### src/rtl/rbcp_reg_bank.sv
// rtl/rbcp_reg_bank.sv - parametrised RBCP byte register page (RW / RO / sticky W1C / pulse)
// Four-stage access pipeline; a single skid entry absorbs the write/read ACK collision.
module rbcp_reg_bank #(
  parameter int                 N_REG      = 32,
  parameter logic [15:0]        ADDR_PAGE  = 16'h0000,
  parameter logic [N_REG-1:0]   RO_MASK    = '0,
  parameter logic [N_REG-1:0]   STKY_MASK  = '0,
  parameter logic [N_REG-1:0]   PULSE_MASK = '0,
  parameter logic [8*N_REG-1:0] RST_VAL    = '0
) (
  input  logic               CLK,
  input  logic               RSTn,
  input  logic [31:0]        LOC_ADDR,
  input  logic               LOC_WE,
  input  logic [7:0]         LOC_WD,
  input  logic               LOC_RE,
  output logic               LOC_ACK,
  output logic [7:0]         LOC_RD,
  input  logic [8*N_REG-1:0] STS_IN,
  output logic [8*N_REG-1:0] REG_OUT,
  output logic [8*N_REG-1:0] PULSE_OUT
);

  localparam int AW = $clog2(N_REG);
  localparam int DW = 8 * N_REG;

  function automatic logic [DW-1:0] expand(input logic [N_REG-1:0] m);
    logic [DW-1:0] r;
    r = '0;
    for (int i = 0; i < N_REG; i++) r[8*i +: 8] = {8{m[i]}};
    return r;
  endfunction

  // Resolve overlapping masks once: RO > STKY > PULSE > RW.
  localparam logic [N_REG-1:0] RO_M    = RO_MASK;
  localparam logic [N_REG-1:0] STKY_M  = STKY_MASK & ~RO_MASK;
  localparam logic [N_REG-1:0] PULSE_M = PULSE_MASK & ~STKY_MASK & ~RO_MASK;
  localparam logic [N_REG-1:0] RW_M    = ~(RO_M | STKY_M | PULSE_M);
  localparam logic [DW-1:0]    RW_BYTES = expand(RW_M);

  logic          s1_vld_q, s1_vld_d, s1_we_q, s1_we_d, s1_oob_q, s1_oob_d;
  logic [AW-1:0] s1_idx_q, s1_idx_d;
  logic [7:0]    s1_wd_q, s1_wd_d;
  logic          s2_vld_q, s2_vld_d, s2_oob_q, s2_oob_d;
  logic [AW-1:0] s2_idx_q, s2_idx_d;
  logic [7:0]    s2_sts_q, s2_sts_d;
  logic          s3_vld_q, s3_vld_d;
  logic [7:0]    s3_data_q, s3_data_d;
  logic          skid_vld_q, skid_vld_d;
  logic [7:0]    skid_data_q, skid_data_d;
  logic          ack_q, ack_d;
  logic [7:0]    rd_q, rd_d;
  logic [DW-1:0] rw_q, rw_d, stky_q, stky_d, pulse_q, pulse_d;
  logic          wr_commit, wr_ack;

  always_comb begin
    s1_vld_d = (LOC_ADDR[31:16] == ADDR_PAGE) && (LOC_WE || LOC_RE);
    s1_we_d  = LOC_WE;
    s1_oob_d = LOC_ADDR[15:0] >= 16'(N_REG);
    s1_idx_d = LOC_ADDR[AW-1:0];
    s1_wd_d  = LOC_WD;

    // A combined WE/RE strobe is treated purely as a write.
    s2_vld_d = s1_vld_q && !s1_we_q;
    s2_oob_d = s1_oob_q;
    s2_idx_d = s1_idx_q;
    s2_sts_d = STS_IN[{s1_idx_q, 3'b000} +: 8];

    s3_vld_d = s2_vld_q;
    if (s2_oob_q)                s3_data_d = 8'h00;
    else if (RO_M[s2_idx_q])     s3_data_d = s2_sts_q;
    else if (STKY_M[s2_idx_q])   s3_data_d = stky_q[{s2_idx_q, 3'b000} +: 8];
    else if (PULSE_M[s2_idx_q])  s3_data_d = 8'h00;
    else                         s3_data_d = rw_q[{s2_idx_q, 3'b000} +: 8];
  end

  always_comb begin
    wr_commit = s1_vld_q && s1_we_q && !s1_oob_q;
    rw_d      = rw_q;
    stky_d    = '0;
    pulse_d   = '0;
    for (int i = 0; i < N_REG; i++) begin
      if (wr_commit && s1_idx_q == AW'(i)) begin
        if (RW_M[i])    rw_d[8*i +: 8]    = s1_wd_q;
        if (PULSE_M[i]) pulse_d[8*i +: 8] = s1_wd_q;
      end
      // Set has priority over a coincident clear.
      if (STKY_M[i])
        stky_d[8*i +: 8] = (stky_q[8*i +: 8] &
                            ~((wr_commit && s1_idx_q == AW'(i)) ? s1_wd_q : 8'h00)) |
                           STS_IN[8*i +: 8];
    end
  end

  always_comb begin
    wr_ack      = s1_vld_q && s1_we_q;
    ack_d       = 1'b0;
    rd_d        = 8'h00;
    skid_vld_d  = skid_vld_q;
    skid_data_d = skid_data_q;
    if (wr_ack) begin
      ack_d = 1'b1;
      if (s3_vld_q) begin
        skid_vld_d  = 1'b1;
        skid_data_d = s3_data_q;
      end
    end else if (skid_vld_q) begin
      ack_d       = 1'b1;
      rd_d        = skid_data_q;
      skid_vld_d  = s3_vld_q;
      skid_data_d = s3_data_q;
    end else if (s3_vld_q) begin
      ack_d = 1'b1;
      rd_d  = s3_data_q;
    end
  end

  always_ff @(posedge CLK or negedge RSTn) begin
    if (!RSTn) begin
      s1_vld_q    <= 1'b0;
      s1_we_q     <= 1'b0;
      s1_oob_q    <= 1'b0;
      s1_idx_q    <= '0;
      s1_wd_q     <= 8'h00;
      s2_vld_q    <= 1'b0;
      s2_oob_q    <= 1'b0;
      s2_idx_q    <= '0;
      s2_sts_q    <= 8'h00;
      s3_vld_q    <= 1'b0;
      s3_data_q   <= 8'h00;
      skid_vld_q  <= 1'b0;
      skid_data_q <= 8'h00;
      ack_q       <= 1'b0;
      rd_q        <= 8'h00;
      rw_q        <= RST_VAL & RW_BYTES;
      stky_q      <= '0;
      pulse_q     <= '0;
    end else begin
      s1_vld_q    <= s1_vld_d;
      s1_we_q     <= s1_we_d;
      s1_oob_q    <= s1_oob_d;
      s1_idx_q    <= s1_idx_d;
      s1_wd_q     <= s1_wd_d;
      s2_vld_q    <= s2_vld_d;
      s2_oob_q    <= s2_oob_d;
      s2_idx_q    <= s2_idx_d;
      s2_sts_q    <= s2_sts_d;
      s3_vld_q    <= s3_vld_d;
      s3_data_q   <= s3_data_d;
      skid_vld_q  <= skid_vld_d;
      skid_data_q <= skid_data_d;
      ack_q       <= ack_d;
      rd_q        <= rd_d;
      rw_q        <= rw_d;
      stky_q      <= stky_d;
      pulse_q     <= pulse_d;
    end
  end

  assign LOC_ACK   = ack_q;
  assign LOC_RD    = rd_q;
  assign REG_OUT   = rw_q;
  assign PULSE_OUT = pulse_q;

endmodule

### config.mk
export PLATFORM = sky130hd
export DESIGN_NAME = rbcp_reg_bank
export DESIGN_NICKNAME = d
export VERILOG_FILES = /design/src/rtl/rbcp_reg_bank.sv
export SDC_FILE = /design/constraint.sdc
export NUM_CORES = 1
export LEC_CHECK = 0
export BUFFER_PORTS_ARGS = -buffer_cell sky130_fd_sc_hd__buf_2
export CAP_MARGIN = 20
export CELL_PAD_IN_SITES_DETAIL_PLACEMENT = 1
export CELL_PAD_IN_SITES_GLOBAL_PLACEMENT = 1
export CORE_AREA = 2 2 320 322
export DETAILED_ROUTE_END_ITERATION = 8
export DIE_AREA = 0 0 322 324
export MAX_ROUTING_LAYER = met4
export PLACE_DENSITY_LB_ADDON = 0.1
export SLEW_MARGIN = 10
export SYNTH_ARGS = -nofsm -noshare
export SYNTH_HDL_FRONTEND = slang
export SYNTH_SLANG_ARGS = --single-unit
export TNS_END_PERCENT = 30
### constraint.sdc
create_clock -name CLK -period 2.7 [get_ports CLK]
set_clock_uncertainty 0.05 [all_clocks]
set_input_delay 0.135 -clock CLK [delete_from_list [all_inputs] [get_ports CLK]]
set_output_delay 0.135 -clock CLK [all_outputs]
set_load 0.01 [all_outputs]
==> results.ini <==
[outcome]
status=finished, final reports clean

[timing]
timing.final.setup_violations=0
final_hold_vios=0
layout_worst_path_cycle_share_pct=86.83
unrepaired_setup_endpoints_after_global_routing=no
relSlewSlack_pct=52.69
fmaxAchievable_mhz=426.6
timing_worst_slew_pin_value_ns=0.7096
layout_min_cycle_time_ns=2.344
max_slew_violation_count=0
setup_tns_ns=0

[grt]
grt_max_degree=65
antenna_violations_before_repair=3
grt_first_pass_wirelength_mm=87.53
grt_pass1_vias=10216
grtUsageTotal_pct=12.33
grt_overflow_total=0

[synthesis]
synth_area_per_cell_um2=13.87
synth_ff_type=dfrtp_1
proportion_of_synthesized_flip_flops_having_asynchronous_set_or_reset_pct=100.0
synth_cell_types=36
yosys-top-cells-area=dfrtp_1, mux2_2, buf_4
netlist_instances=1102
mapped_area_um2=15280
synthDominantCellAreaShare_pct=50.10
synth-seq-cells=306
yosys_warnings=0
ys_seq_area_share_pct=50.10
synth_enable_flop_cells=0
netlist.top_cell.by_area=dfrtp_1

[placed_design]
postPlaceCellArea_um2=18010
gp_congestion=0.6955
detailed_place_hpwl_mm=47.81
port_buffers=308

[floorplanning]
row_count=117
start_util_pct=15.13
die_width_um=322
floorplan.die_area_um2=104300
fp.coreArea_um2=101000
die-height_um=324
ioPinCount=821

[setup_path]
worstPathRequired_ns=3.11
worst_setup_path_start_kind=flip-flop
cp.arrival_ns=2.75
critical_r2r_capture=s3_data_q[4]
r2r_start=s2_idx_q[1]
worstRegToRegCells=5
endpoint_kind_of_the_worst_setup_timing_path=flip-flop
crit_path_max_fanout=28
worstSetupPathType=flip-flop to flip-flop
r2r_setup_slack_ns=0.36

[clock_tree]
cts_root_buffer=clkbuf_16
cts.path.max_buffers=3
cts_tree=yes
worstSkewPairLatency_ns=0.57
numCtsBuffers=42
clkSlewWorstSetupHoldPaths_ns=0.06
cts.sink_count=306
post_cts_setup_repair_bufs=0
h-tree-depth=2

[final_layout]
fin_util_pct=19.40
final_area_um2=19600
drive_above_1_share_pct=52.57
finish.net_count=1790
flow.area_growth_from_synthesis_pct=28.22

[pwr]
vdd_ir_max_mv=0.2812
p_sw_w=0.002736
switching_share_pct=25.14
gate_power_share_pct=5.6
power.density_nw_per_um2=555.4
clock_power_share_pct=51.7
seqPwrFrac_pct=42.7
cellLeakagePower_nw=10.17
p_int_w=0.008148

[routing]
total_via_count_after_detailed_routing=9674
first_pass_iters=6
remaining_antenna_violation_count_after_routing=0
via_per_inst=3.418
drt-wirelength-per-cell_um=22.56
remaining_drc_errors=0
route.final.wire_length_mm=63.85
drt_initial_violations=237

[flow_run]
max_capacitance_violation_total=0

[min_path]
min-delay-path-class=input port to async pin

## power by group through the flow
stage	clock (W)	combinational, W	sequential [W]
global placement	0	0.000595	0.00473
detailed placement	0	0.000607	0.00473
global route	0.00606	0.000692	0.00464
CTS	0.00590	0.000631	0.00464
finish	0.00563	0.000613	0.00464
floorplan	0	0.000594	0.00470
## what timing repair did
item                       in CTS  in global routing
hold buffers                   21                  0
gates resized for setup         0                  0
hold endpoints to repair      196                  0
setup endpoints to repair       0                  0
## cells by family (layout without fill, tap and decap cells)
group                      Yosys count  after routing  synth area share, %
muxes                              353            353                30.54
buffers and inverters              316            477                14.35
DFF                                306            306                50.10
and+or+nand+nor                     92             92                3.357
AOI/OAI and AO/OA                   33             33                1.556
adders and majority gates            1              1              0.06550
other                                1            259              0.02454
## area by class of cell
| class | instances | area, um^2 |
|---|---|---|
| Antenna cell | 3 | 7.507 |
| Clock buffer | 61 | 1254 |
| Clock inverter | 11 | 113.9 |
| Fill cell | 11430 | 81410 |
| Multi-Input combinational cell | 735 | 6390 |
| Sequential cell | 306 | 7666 |
| Tap cell | 1309 | 1638 |
| Timing Repair Buffer | 405 | 2527 |
## cell usage after synthesis, types with 2 or more instances
master and number:
a31oi_1 3, nand2_1 23, a21oi_1 6, nor4_1 5
and2_1 3, buf_4 261, nand2b_1 5, nor2b_1 9
clkbuf_1 37, a22oi_1 15, nor2_1 16, buf_1 6
a221o_1 3, nor3_2 4, mux4_2 64, buf_2 10
mux2i_1 22, dfrtp_1 306, o211ai_1 5, and3_1 5
mux2_2 266, nor2_2 10, buf_6 2, nand3_1 4
## layout by cell type, fill, tap and decap left out, drive strengths merged, types with 5 or more instances in the layout
cell type and n:
clkbuf 61, clkinv 6, nor2b 9, conb 256
a21oi 6, nand2 23, and3 5, mux4 64
nand3 5, nor3 5, a22oi 15, nor4 5
o211ai 5, dlygate4sd3 21, dfrtp 306, nand2b 5
mux2 267, nor2 26, buf 384, mux2i 22
## metrics by stage
stage | worst slack [ns] | hold slack, ns | std cells | total power (W)
2_1_floorplan | 0.7705 | -0.2106 | 1357 | 0.005290
6_report | 0.3556 | 0.08652 | 2830 | 0.01088
3_3_place_gp | 0.2103 | 0.1106 | 2733 | 0.005327
5_1_grt | 0.2216 | 0.1387 | 2830 | 0.01140
4_1_cts | 0.2356 | 0.08452 | 2827 | 0.01117
3_5_place_dp | 0.2243 | 0.1093 | 2734 | 0.005334
## state kept, by name (all words and copies together), names as in the netlist
name         cells
s1_we_q          1
skid_vld_q       1
s2_oob_q         1
s2_idx_q         5
s1_wd_q          8
skid_data_q      8
s1_idx_q         5
s1_vld_q         1
s3_vld_q         1
REG_OUT        256
LOC_ACK          1
s2_vld_q         1
s3_data_q        8
s1_oob_q         1
LOC_RD           8
## per-layer routing
| layer | vias up | track usage [%] | share of wire (%) |
|---|---|---|---|
| met1 | 5082 | 14.47 | 41 |
| met5 | - | - | 0 |
| met3 | 62 | 4.551 | 8.6 |
| met4 | 0 | 2.565 | 1.7 |
| li1 | 4200 | - | - |
| met2 | 330 | 20.15 | 49 |
## worst max path at each step
stage	endpoint	from	slack (ns)
finish	s3_data_q[4]	s2_idx_q[1]	0.36
global route	s3_data_q[4]	s2_idx_q[1]	0.22
CTS	s3_data_q[4]	s2_idx_q[1]	0.24
detailed placement	s3_data_q[4]	s2_idx_q[1]	0.22
global placement	s3_data_q[4]	s2_idx_q[1]	0.21
floorplan	s3_data_q[6]	s2_idx_q[1]	0.77
## critical path, stage by stage (launching register included)
cell,delay (ns)
dfrtp_4,0.44
buf_12,0.24
mux4_2,0.59
a22oi_1,0.38
o211ai_1,0.26
and3_1,0.26
No activity file was read; power rests on OpenSTA's default activity.
